`config.mk`:
```
export PLATFORM = sky130hd
export DESIGN_NAME = vdp_sprite_meta_dma_flat
export DESIGN_NICKNAME = d
export VERILOG_FILES = /design/src/rtl/vdp_sprite_pkg.sv /design/src/rtl/vdp_sprite_meta_dma_if.sv /design/src/rtl/vdp_sprite_meta_dma.sv /design/src/flat_wrapper.sv
export SDC_FILE = /design/constraint.sdc
export NUM_CORES = 1
export LEC_CHECK = 0
export CORE_MARGIN = 3
export CORE_UTILIZATION = 47
export CTS_BUF_LIST = sky130_fd_sc_hd__clkbuf_8
export DETAILED_ROUTE_END_ITERATION = 10
export PLACE_DENSITY_LB_ADDON = 0.2
export SYNTH_ARGS = -nofsm -noshare
export SYNTH_HDL_FRONTEND = slang
export SYNTH_SLANG_ARGS = --single-unit
export TNS_END_PERCENT = 30
```
`constraint.sdc`:
```
create_clock -name clk -period 7.4 [get_ports clk]
set_input_delay 0.74 -clock clk [delete_from_list [all_inputs] [get_ports clk]]
set_output_delay 0.74 -clock clk [all_outputs]
set_load 0.05 [all_outputs]
```
`src/rtl/vdp_sprite_pkg.sv`:
```
// Shared types and constants for the sprite metadata DMA: block encodings,
// FSM state type and the block-iteration helper.
package vdp_sprite_pkg;

  localparam logic [2:0] META_BLOCK_X = 3'b001;
  localparam logic [2:0] META_BLOCK_Y = 3'b010;
  localparam logic [2:0] META_BLOCK_G = 3'b100;

  localparam int unsigned SPRITE_COUNT_MAX = 256;
  // Wide enough to hold SPRITE_COUNT_MAX itself, not just SPRITE_COUNT_MAX-1.
  localparam int unsigned SPRITE_CNT_W = $clog2(SPRITE_COUNT_MAX) + 1;

  typedef enum logic [2:0] {
    StIdle,
    StWaitVb,
    StReq,
    StWaitData,
    StWrLo,
    StWrHi,
    StNext,
    StFin
  } dma_state_e;

  // Blocks are visited x, y, g: pick the lowest set bit of the remaining mask.
  function automatic logic [2:0] lowest_block(input logic [2:0] mask);
    if (mask[0]) return META_BLOCK_X;
    if (mask[1]) return META_BLOCK_Y;
    if (mask[2]) return META_BLOCK_G;
    return 3'b000;
  endfunction

endpackage

```
`src/rtl/vdp_sprite_meta_dma_if.sv`:
```
// VRAM read port and sprite metadata write port of the attribute DMA.
interface vdp_sprite_meta_dma_if #(
  parameter int unsigned VRAM_AW = 14
);

  logic               vram_read_req;
  logic [VRAM_AW-1:0] vram_read_address;
  logic               vram_read_grant;
  logic [31:0]        vram_read_data;
  logic               vram_data_valid;

  logic [7:0]         meta_address;
  logic [15:0]        meta_write_data;
  logic [2:0]         meta_block_select;
  logic               meta_we;

  modport master (
    output vram_read_req,
    output vram_read_address,
    input  vram_read_grant,
    input  vram_read_data,
    input  vram_data_valid,
    output meta_address,
    output meta_write_data,
    output meta_block_select,
    output meta_we
  );

  modport slave (
    input  vram_read_req,
    input  vram_read_address,
    output vram_read_grant,
    output vram_read_data,
    output vram_data_valid,
    input  meta_address,
    input  meta_write_data,
    input  meta_block_select,
    input  meta_we
  );

endinterface

```
`src/rtl/vdp_sprite_meta_dma.sv`:
```
// Copies a packed sprite attribute table from VRAM into the x/y/g metadata
// blocks, one 32-bit word (two sprites) at a time, optionally deferred to vblank.
module vdp_sprite_meta_dma
  import vdp_sprite_pkg::*;
#(
  parameter bit          WAIT_VBLANK = 1'b1,
  parameter int unsigned VRAM_AW     = 14
) (
  input  logic                    clk,
  input  logic                    reset_n,
  input  logic                    start,
  input  logic [VRAM_AW-1:0]      src_base,
  input  logic [7:0]              first_sprite,
  input  logic [SPRITE_CNT_W-1:0] sprite_count,
  input  logic [2:0]              block_mask,
  input  logic                    vblank,
  output logic                    busy,
  output logic                    done,
  vdp_sprite_meta_dma_if.master   bus
);

  dma_state_e              state_q, state_d;
  logic [VRAM_AW-1:0]      addr_q, addr_d;
  logic [15:0]             hi_q, hi_d;
  logic [SPRITE_CNT_W-1:0] offset_q, offset_d;
  logic [SPRITE_CNT_W-1:0] count_q, count_d;
  logic [7:0]              first_q, first_d;
  logic [2:0]              blk_q, blk_d;
  logic [2:0]              rem_q, rem_d;
  logic                    busy_q, busy_d;
  logic                    done_q, done_d;
  logic                    req_q, req_d;
  logic                    we_q, we_d;
  logic [7:0]              maddr_q, maddr_d;
  logic [15:0]             mdata_q, mdata_d;
  logic [2:0]              msel_q, msel_d;

  logic [SPRITE_CNT_W:0]   hi_idx, nxt_idx;
  logic                    has_hi, has_more;
  logic [2:0]              start_blk, next_blk;

  assign hi_idx    = {1'b0, offset_q} + (SPRITE_CNT_W + 1)'(1);
  assign nxt_idx   = {1'b0, offset_q} + (SPRITE_CNT_W + 1)'(2);
  assign has_hi    = hi_idx < {1'b0, count_q};
  assign has_more  = nxt_idx < {1'b0, count_q};
  assign start_blk = lowest_block(block_mask);
  assign next_blk  = lowest_block(rem_q);

  always_comb begin
    state_d  = state_q;
    addr_d   = addr_q;
    hi_d     = hi_q;
    offset_d = offset_q;
    count_d  = count_q;
    first_d  = first_q;
    blk_d    = blk_q;
    rem_d    = rem_q;
    busy_d   = busy_q;
    done_d   = 1'b0;
    req_d    = 1'b0;
    we_d     = 1'b0;
    maddr_d  = 8'h00;
    mdata_d  = 16'h0000;
    msel_d   = 3'b000;

    unique case (state_q)
      StIdle: begin
        if (start) begin
          addr_d   = src_base;
          first_d  = first_sprite;
          count_d  = sprite_count;
          offset_d = '0;
          blk_d    = start_blk;
          rem_d    = block_mask & ~start_blk;
          if (sprite_count == '0 || block_mask == 3'b000) begin
            state_d = StFin;
            done_d  = 1'b1;
          end else begin
            busy_d = 1'b1;
            if (WAIT_VBLANK && !vblank) begin
              state_d = StWaitVb;
            end else begin
              state_d = StReq;
              req_d   = 1'b1;
            end
          end
        end
      end
      StWaitVb: begin
        if (vblank) begin
          state_d = StReq;
          req_d   = 1'b1;
        end
      end
      StReq: begin
        if (bus.vram_read_grant) state_d = StWaitData;
        else req_d = 1'b1;
      end
      StWaitData: begin
        if (bus.vram_data_valid) begin
          hi_d    = bus.vram_read_data[31:16];
          state_d = StWrLo;
          we_d    = 1'b1;
          msel_d  = blk_q;
          maddr_d = first_q + offset_q[7:0];
          mdata_d = bus.vram_read_data[15:0];
        end
      end
      StWrLo: begin
        // An odd count leaves the last high half unwritten.
        if (has_hi) begin
          state_d = StWrHi;
          we_d    = 1'b1;
          msel_d  = blk_q;
          maddr_d = first_q + hi_idx[7:0];
          mdata_d = hi_q;
        end else begin
          state_d = StNext;
        end
      end
      StWrHi: begin
        if (has_more) begin
          state_d  = StReq;
          req_d    = 1'b1;
          addr_d   = addr_q + VRAM_AW'(1);
          offset_d = nxt_idx[SPRITE_CNT_W-1:0];
        end else begin
          state_d = StNext;
        end
      end
      StNext: begin
        if (rem_q != 3'b000) begin
          blk_d    = next_blk;
          rem_d    = rem_q & ~next_blk;
          offset_d = '0;
          addr_d   = addr_q + VRAM_AW'(1);
          state_d  = StReq;
          req_d    = 1'b1;
        end else begin
          state_d = StFin;
          busy_d  = 1'b0;
          done_d  = 1'b1;
        end
      end
      StFin: state_d = StIdle;
      default: state_d = StIdle;
    endcase
  end

  always_ff @(posedge clk or negedge reset_n) begin
    if (!reset_n) begin
      state_q  <= StIdle;
      addr_q   <= '0;
      hi_q     <= '0;
      offset_q <= '0;
      count_q  <= '0;
      first_q  <= '0;
      blk_q    <= '0;
      rem_q    <= '0;
      busy_q   <= 1'b0;
      done_q   <= 1'b0;
      req_q    <= 1'b0;
      we_q     <= 1'b0;
      maddr_q  <= '0;
      mdata_q  <= '0;
      msel_q   <= '0;
    end else begin
      state_q  <= state_d;
      addr_q   <= addr_d;
      hi_q     <= hi_d;
      offset_q <= offset_d;
      count_q  <= count_d;
      first_q  <= first_d;
      blk_q    <= blk_d;
      rem_q    <= rem_d;
      busy_q   <= busy_d;
      done_q   <= done_d;
      req_q    <= req_d;
      we_q     <= we_d;
      maddr_q  <= maddr_d;
      mdata_q  <= mdata_d;
      msel_q   <= msel_d;
    end
  end

  assign busy                  = busy_q;
  assign done                  = done_q;
  assign bus.vram_read_req     = req_q;
  assign bus.vram_read_address = addr_q;
  assign bus.meta_we           = we_q;
  assign bus.meta_address      = maddr_q;
  assign bus.meta_write_data   = mdata_q;
  assign bus.meta_block_select = msel_q;

endmodule

```
`src/flat_wrapper.sv`:
```
// flat-port wrapper written by rule: the top's interface ports become plain ports
module vdp_sprite_meta_dma_flat import vdp_sprite_pkg::*;
#(
  parameter bit          WAIT_VBLANK = 1'b1,
  parameter int unsigned VRAM_AW     = 14
)
  (clk, reset_n, start, src_base, first_sprite, sprite_count, block_mask, vblank, busy, done, bus_vram_read_req, bus_vram_read_address, bus_vram_read_grant, bus_vram_read_data, bus_vram_data_valid, bus_meta_address, bus_meta_write_data, bus_meta_block_select, bus_meta_we);
  vdp_sprite_meta_dma_if #(.VRAM_AW(VRAM_AW)) bus_i ();
  input  logic clk;
  input  logic reset_n;
  input  logic start;
  input  logic [VRAM_AW-1:0] src_base;
  input  logic [7:0] first_sprite;
  input  logic [SPRITE_CNT_W-1:0] sprite_count;
  input  logic [2:0] block_mask;
  input  logic vblank;
  output logic busy;
  output logic done;
  output wire logic [$bits(bus_i.vram_read_req)-1:0] bus_vram_read_req;
  output wire logic [$bits(bus_i.vram_read_address)-1:0] bus_vram_read_address;
  input wire logic [$bits(bus_i.vram_read_grant)-1:0] bus_vram_read_grant;
  input wire logic [$bits(bus_i.vram_read_data)-1:0] bus_vram_read_data;
  input wire logic [$bits(bus_i.vram_data_valid)-1:0] bus_vram_data_valid;
  output wire logic [$bits(bus_i.meta_address)-1:0] bus_meta_address;
  output wire logic [$bits(bus_i.meta_write_data)-1:0] bus_meta_write_data;
  output wire logic [$bits(bus_i.meta_block_select)-1:0] bus_meta_block_select;
  output wire logic [$bits(bus_i.meta_we)-1:0] bus_meta_we;
  assign bus_vram_read_req = bus_i.vram_read_req;
  assign bus_vram_read_address = bus_i.vram_read_address;
  assign bus_i.vram_read_grant = bus_vram_read_grant;
  assign bus_i.vram_read_data = bus_vram_read_data;
  assign bus_i.vram_data_valid = bus_vram_data_valid;
  assign bus_meta_address = bus_i.meta_address;
  assign bus_meta_write_data = bus_i.meta_write_data;
  assign bus_meta_block_select = bus_i.meta_block_select;
  assign bus_meta_we = bus_i.meta_we;
  vdp_sprite_meta_dma #(.WAIT_VBLANK(WAIT_VBLANK), .VRAM_AW(VRAM_AW)) u_core (.clk(clk), .reset_n(reset_n), .start(start), .src_base(src_base), .first_sprite(first_sprite), .sprite_count(sprite_count), .block_mask(block_mask), .vblank(vblank), .busy(busy), .done(done), .bus(bus_i));
endmodule
```
== Word-level counts from Yosys, hierarchy flattened ==
Index checks and enable logic that the tools add are counted.
Widths: inputs -> output; s select.

* Register bits after elaboration: 96
* Output and inout port bits: 45

* $add $sub $neg: 5
* Order comparisons: 2
* Equality and inequality tests: 15
* Multiplexer cells: 75
* Bitwise operators: 4
* Reduce and logical (&&, ||, !) cells: 13

{| class="wikitable"
|+ Operators by type and width
! operator !! count
|-
| $mux 3 || 25
|-
| $mux 14 || 3
|-
| $pmux 14 s3 || 1
|-
| $mux 16 || 2
|-
| $pmux 16 s2 || 1
|-
| $mux 9 || 3
|-
| $pmux 9 s3 || 1
|-
| $mux 1 || 26
|-
| $pmux 3 s8 || 1
|-
| $lt 10x9->1 || 2
|-
| $pmux 3 s2 || 3
|-
| $add 8x8->8 || 2
|-
| $mux 8 || 2
|-
| $pmux 8 s2 || 1
|-
| $add 14x1->14 const B || 1
|-
| $eq 3x3->1 const B || 4
|-
| $ne 2x2->1 const B || 6
|-
| $reduce_and 4->1 || 3
|-
| $add 9x1->10 const B || 1
|-
| $add 9x2->10 const B || 1
|-
| $logic_not 9->1 || 1
|-
| $and 3x3->3 || 2
|-
| $eq 3x2->1 const B || 2
|-
| $logic_not 3->1 || 2
|-
| other kinds (11) || 18
|}

== Depth between registers and ports, before layout ==
Gate-level depths: netlist of run 1.

* Depth after elaboration: 11
* Gate-level depth with buffers: 13
* Gate-level depth less buffers: 11

== Worst setup path after synthesis of run 1 ==
Ideal clock, no wire load.

* Kind: flip-flop to flip-flop
* Start point: register u_core.offset_q[1]
* End point: register u_core.addr_q[1], in the netlist u_core.bus.vram_read_address[1]
* Arrival: 2.781 ns
* Data required time: 7.275 ns
* Slack: 4.494 ns
* Stages on the path, launching flop included: 12
* Path buffers: 1
* Clock period less this slack: 2.906 ns
* Cells stage by stage: dfrtp_1 ha_1 nand3_1 or2_2 xnor2_1 ha_1 a211oi_1 a21oi_1 or3_1 buf_2 a21oi_4 mux2_2

* Longest elaborated chain between the ends: 4

{| class="wikitable"
|+ Ends and longest elaborated chain
! element !! RTL line !! source
|-
| start, declared || vdp_sprite_meta_dma.sv:25 || <nowiki>logic [SPRITE_CNT_W-1:0] offset_q, offset_d;</nowiki>
|-
| start signal, assigned || vdp_sprite_meta_dma.sv:171 || <nowiki>offset_q <= offset_d;</nowiki>
|-
| $add 9x2->10 || vdp_sprite_meta_dma.sv:43 || <nowiki>assign nxt_idx = {1'b0, offset_q} + (SPRITE_CNT_W + 1)'(2);</nowiki>
|-
| $lt 10x9->1 || vdp_sprite_meta_dma.sv:45 || <nowiki>assign has_more = nxt_idx < {1'b0, count_q};</nowiki>
|-
| $ne 2x1->1 (no source line) || -- ||
|-
| $reduce_and 4->1 (no source line) || -- ||
|-
| end signal, assigned || vdp_sprite_meta_dma.sv:169 || <nowiki>addr_q <= addr_d;</nowiki>
|-
| end, declared || vdp_sprite_meta_dma.sv:23 || <nowiki>logic [VRAM_AW-1:0] addr_q, addr_d;</nowiki>
|}

Every way passes these cells.
A chain may end at the register's enable or synchronous reset.

== Worst setup path in the final report of run 1 ==
* Start point: register u_core.offset_q[2]
* End point: register u_core.offset_q[7]

* Longest elaborated chain between the ends: 4
* Elaborated cells between the ends (all ways): 6
* Those cells by class: add/sub: 1; order compare: 1; eq/ne: 1; mux: 2; reduce/logical: 1

{| class="wikitable"
|+ Ends and longest elaborated chain
! element !! RTL line
|-
| $add 9x2->10 (*) || vdp_sprite_meta_dma.sv:43
|-
| $lt 10x9->1 || vdp_sprite_meta_dma.sv:45
|-
| $ne 2x1->1 (no source line) || --
|-
| $reduce_and 4->1 (no source line) || --
|}

Mark *: on every way between the ends. The rest lies on a longest branch, timed or not. The select of a mux whose other input is x is not followed.

==> impl_metrics.tcl, run 1 <==
set metrics [dict create \
    pin_count 117 \
    drt_iter0_drc 248 \
    cts_hold_buf 0 \
    powerDensity_nw_per_um2 401 \
    seqPwrFrac 0.344 \
    rr_startpoint "u_core.offset_q[2]" \
    place_area_um2 6320 \
    max_cap_violations 0 \
    p_leak_nw 2.93 \
    place_ws_ps 3830 \
    rsz0062_at_grt "false" \
    drt.antenna.violating_nets 0 \
    drc 0 \
    clkLatencyLatePin_ps 360 \
    setup_ws_ps 3730 \
    yosysSeqAreaShare 0.460 \
    fill_cells 903 \
    first_pass_iters 5 \
    startpoint_type "register" \
    dp_cells 784 \
    slew_headroom 0.179 \
    cp_max_fo 15 \
    ys_seq_elements 94 \
    grt_pass1_wl_um 20900 \
    syn_avg_cell_area_um2 9.09 \
    synthCells 563 \
    synth_edf_count 0 \
    async_flop_share 1.00 \
    root_buffer "clkbuf_8" \
    post-dp-hpwl_um 9290 \
    port_buffers 116 \
    syn-cell-area_um2 5120 \
    postCtsSetupBuffers 0 \
    initial_utilization 0.489 \
    antenna_found_initial 0 \
    tns_ps 0 \
    wl_um 12900 \
    clockBufferDepth 2 \
    cts_sinks 94 \
    gp_congestion 0.889 \
    drive_above_1_share 0.0542 \
    wl_per_cell_um 16.1 \
    core-area_um2 10500 \
    setup_viol 0 \
    worst_pin_slew_ps 1220 \
    grt_pass1_vias 4300 \
    h-tree-depth 3 \
    syn-num-nets 667 \
    p_sw_frac 0.468 \
    antenna_cells 0 \
    yosysMostFrequentCell "nand2_1" \
    grtUsageTotal 0.219 \
    stdcell_count 800 \
    reg2reg_slack_ps 3730 \
    peakVddDrop_mv 0.193 \
    power.share.combinational 0.516 \
    die_x_um 110 \
    drv_slew 0 \
    critPathArrivalTime_ps 3930 \
    area_growth_syn_to_layout_pct 27.7 \
    hold_viol_final 0 \
    hp-class "in2async" \
    ys.flop_type "dfrtp_1" \
    finalNetCount 763 \
    synth_area_leader_cell "dfrtp_1" \
    skew_ps 8.32 \
    timing.rr.end "u_core.offset_q[7]" \
    power.internal_mw 1.39 \
    min_period_ps 3670 \
    grt_max_degree 52 \
    die_y_um 110 \
    synthTopCellsByArea "dfrtp_1 46%, nand2_1 8.4%, ha_1 7.6%, a21oi_1 4.5%, a22o_1 3.4%" \
    post_cts_resized 0 \
    synth_top_area_frac 0.460 \
    end_kind "register" \
    status "finished, final reports clean" \
    p_switching_mw 1.23 \
    ys_top_cells_by_count "115 x nand2_1, 94 x dfrtp_1, 46 x a21oi_1" \
    fmax_mhz 272 \
    numCtsBuffers 9 \
    synth_cell_type_count 62 \
    worst_r2r_path_depth 10 \
    clkPwrFrac 0.140 \
    worstPathRequired_ps 7660 \
    die-area_um2 12200 \
    period_share 0.496 \
    crit_type "reg2reg" \
    row_count 37 \
    vias 4424 \
    synth_warnings 0 \
    cts_tree "yes" \
    fin_area_um2 6540 \
    grt_overflow_total 0 \
    viasPerCell 5.53 \
    clkSlewWorstSetupHoldPaths_ps 100 \
]
==> worst max-delay path by stage <==
stage                        from                         endpoint  slack, ps
3_5_place_dp   u_core.offset_q[1]               u_core.offset_q[7]       3830
5_1_grt        u_core.offset_q[1]               u_core.offset_q[2]       3430
6_report       u_core.offset_q[2]               u_core.offset_q[7]       3730
3_3_place_gp   u_core.offset_q[1]               u_core.offset_q[2]       3960
4_1_cts        u_core.offset_q[1]               u_core.offset_q[7]       3790
2_1_floorplan  u_core.offset_q[1]  u_core.bus.vram_read_address[1]       4490
==> power by group through the flow <==
| stage | sequential, mW | clock [mW] | combinational [mW] |
|---|---|---|---|
| floorplan | 1.12 | 0 | 0.717 |
| global placement | 0.897 | 0 | 1.31 |
| detailed placement | 0.905 | 0 | 1.35 |
| CTS | 0.897 | 0.377 | 1.35 |
| global route | 0.929 | 0.400 | 1.49 |
| finish | 0.901 | 0.368 | 1.35 |
==> cell type report <==
cell class                      count  area [um2]  share of cell area
Timing Repair Buffer              121        1200               0.183
Sequential cell                    94        2350               0.360
Multi-Input combinational cell    416        2540               0.389
Inverter                           17        63.8             0.00976
Tap cell                          136         170              0.0260
Clock inverter                      7        88.8              0.0136
Clock buffer                        9         124              0.0190
==> worst max-delay path, cell delays in order, from the launching register on <==
cell and delay (ps):
dfrtp_1 510, ha_1 290, nand3_1 90, or2_2 300, xnor2_1 220, ha_1 300
a211oi_1 240, a21oi_1 130, o31ai_2 970, nand2b_1 250, a22o_1 250
==> logic make-up (layout without fill, tap and decap cells) <==
family | Yosys count | in the layout | share of synthesized area
compound gates | 153 | 153 | 0.196
xor+xnor | 13 | 13 | 0.0223
fa+ha+maj | 32 | 32 | 0.0797
buf+inv | 53 | 154 | 0.0455
flops | 94 | 94 | 0.460
mux | 4 | 4 | 0.00807
simple gates | 214 | 214 | 0.189
==> layout by cell type, fill, tap and decap left out, drive strengths merged, types with 5 or more instances in the layout <==
| cell type | netlist | layout |
|---|---|---|
| o211ai | 5 | 5 |
| o22ai | 6 | 6 |
| nand2b | 5 | 5 |
| nor3 | 10 | 10 |
| nor2b | 9 | 9 |
| inv | 17 | 21 |
| nand2 | 115 | 115 |
| nor2 | 28 | 28 |
| xnor2 | 8 | 8 |
| clkdlybuf4s50 | 0 | 115 |
| a211oi | 6 | 6 |
| buf | 17 | 6 |
| and3 | 6 | 6 |
| nand3 | 21 | 21 |
| a22o | 20 | 20 |
| o21ai | 36 | 36 |
| clkbuf | 19 | 9 |
| a21oi | 48 | 48 |
| ha | 31 | 31 |
| xor2 | 5 | 5 |
| dfrtp | 94 | 94 |
==> per-layer routing <==
| metal | global-route usage | vias to the layer above | routed length (um) |
|---|---|---|---|
| met3 | 0.0274 | 15 | 870 |
| met5 | 0 | - | 0 |
| met4 | 0.0774 | 0 | 179 |
| met1 | 0.317 | 2070 | 5980 |
| met2 | 0.341 | 171 | 5880 |
| li1 | - | 2168 | - |
==> flip-flops by register name, summed over array words and instances (netlist names), 2 cells and up <==
name	cells
u_core.bus.meta_write_data	16
u_core.hi_q	16
u_core.bus.vram_read_address	14
u_core.count_q	9
u_core.bus.meta_address	8
u_core.first_q	8
u_core.offset_q	8
u_core.blk_q	3
u_core.bus.meta_block_select	3
u_core.state_q	3
u_core.rem_q	2
==> metrics by stage <==
stage          utilization  total power, mW  hold slack [ps]
6_report             0.625             2.62              352
3_3_place_gp         0.604             2.21              457
5_1_grt              0.625             2.82              388
3_5_place_dp         0.604             2.25              464
4_1_cts              0.625             2.63              373
2_1_floorplan            -             1.84              444
Note: power is estimated with default switching activity, not from simulation.
==> run 2, diff against run 1 <==
clock period = 3.6 ns   (was 7.4 ns; I/O delays follow)
==> run 2 against run 1 <==
  * Die area did not move
  * Wire length fell by 1.7%
  * Combinational power rose by 110%
  * Clock power rose by 120%
  * Clock skew rose by 1.3 ps
  * Fmax rose by 8.7%
  * Critical path type unchanged
  * Final cell count rose by 0.50%
  * Via count rose by 0.45%
  * Final area rose by 0.71%
  * Worst hold slack got worse by 210 ps
  * Sequential share of layout area fell by 0.25 points
  * Critical path depth did not move
==> impl_metrics.tcl, run 2 (synthesis gave the netlist of run 1 again) <==
set metrics [dict create \
    worst_pin_slew_ps 967 \
    finalNetCount 767 \
    crit_type "reg2reg" \
    crit_chain "ha_1, nand3_1, or2_2, xnor2_1, ha_1, a211oi_1, a21oi_1, or3_1, a21oi_4, mux2_2" \
    clkLatencyLatePin_ps 360 \
    core-area_um2 10500 \
    cp_top_family "simple AND/OR/NAND/NOR gates" \
    antenna_found_initial 0 \
    h-tree-depth 3 \
    skew_ps 9.57 \
    vias 4444 \
    postCtsSetupBuffers 0 \
    grt_pass1_vias 4228 \
    wl_um 12700 \
    cts_tree "yes" \
    clkSlewWorstSetupHoldPaths_ps 90 \
    status "finished, final reports clean" \
    cts_hold_buf 0 \
    first_pass_iters 5 \
    peakVddDrop_mv 0.465 \
    die_x_um 110 \
    setup_viol 0 \
    end_kind "register" \
    whs_ps 140 \
    rsz0062_at_grt "false" \
    max_stage_delay_ps 560 \
    grtUsageTotal 0.218 \
    gp_congestion 0.901 \
    grt_pass1_wl_um 21000 \
    antenna_cells 0 \
    root_buffer "clkbuf_8" \
    clockBufferDepth 2 \
    drt_iter0_drc 319 \
    port_buffers 116 \
    post_cts_resized 0 \
    grt_max_degree 76 \
    row_count 37 \
    cp.buffers_inverters 0 \
    powerDensity_nw_per_um2 826 \
    p_leak_nw 2.96 \
    area_growth_syn_to_layout_pct 28.6 \
    cpMostUsedCell "ha_1" \
    final_cell_mix "115 x nand2_1, 115 x clkdlybuf4s50_1, 94 x dfrtp_1, 46 x a21oi_1, 34 x o21ai_0" \
    drive_above_1_share 0.0599 \
    numCtsBuffers 9 \
    die-area_um2 12200 \
    cp_max_fo 10 \
    hp-class "in2async" \
    hold_viol_final 0 \
    wl_per_cell_um 15.8 \
    drv_slew 0 \
    drc 0 \
    max_cap_violations 0 \
    min_period_ps 3380 \
    die_y_um 110 \
    fill_cells 900 \
    pin_count 117 \
    slew_headroom 0.356 \
    cts_sinks 94 \
    period_share 0.938 \
    startpoint_type "register" \
    initial_utilization 0.489 \
    critPathArrivalTime_ps 3620 \
    drt.antenna.violating_nets 0 \
    viasPerCell 5.53 \
    tns_ps 0 \
    cpMaxStageDelayCell "or3_1" \
    grt_overflow_total 0 \
    total_power_mw 5.43 \
    fmax_mhz 296 \
    post-dp-hpwl_um 9190 \
    worstPathRequired_ps 3850 \
]
-- run 2: changes by cell type in the layout (fill, tap and decap cells not counted), sizes merged --
cell,before,now
clkinvlp,1,0
bufinv,1,2
inv,21,19
clkbuf,9,10
clkinv,1,2
buf,6,10
-- run 2: worst paths after layout --
check	slack [ps]	startpoint	end	cells past startpoint
worst min register to register	480	u_core.hi_q[11]	u_core.hi_q[11]	2
worst max-delay path	220	u_core.offset_q[1]	u_core.bus.vram_read_address[1]	10
min in group clk	480	u_core.hi_q[11]	u_core.hi_q[11]	2
worst min-delay path	140	reset_n	u_core.bus.meta_write_data[0]	1
max in group asynchronous	2730	reset_n	u_core.bus.vram_read_address[12]	2
worst max register to register	220	u_core.offset_q[1]	u_core.bus.vram_read_address[1]	10
-- run 2: worst register-to-register path, cell delays in order (launching register included) --
cell and delay, ps:
dfrtp_1 520, ha_1 310, nand3_1 90, or2_2 300
xnor2_1 230, ha_1 300, a211oi_1 240, a21oi_1 140
or3_1 560, a21oi_4 230, mux2_2 350
-- run 2: final cells by class --
type	count	area, um2	share of cell area
Multi-Input combinational cell	416	2540	0.386
Timing Repair Buffer	125	1230	0.186
Clock buffer	10	138	0.0209
Clock inverter	6	91.3	0.0139
Inverter	17	63.8	0.00970
Tap cell	136	170	0.0259
Sequential cell	94	2350	0.357
-- run 2: power breakdown --
part | switching [mW] | internal, mW
combinational | 1.71 | 1.08
clock | 0.382 | 0.415
sequential | 0.387 | 1.46
-- run 2: stage by stage --
stage,instances,cell area (um2),util,setup slack [ps]
2_1_floorplan,563,5120,-,694
3_3_place_gp,788,6350,0.607,472
3_5_place_dp,788,6350,0.607,285
4_1_cts,804,6580,0.629,258
5_1_grt,804,6580,0.629,16.6
6_report,804,6580,0.629,224
-- run 2: per-layer routing --
metal,track usage,wire length [um],vias up
met5,0,0,-
met4,0.0721,126,0
met3,0.0320,928,11
met2,0.332,5720,173
met1,0.320,5920,2097
li1,-,-,2163
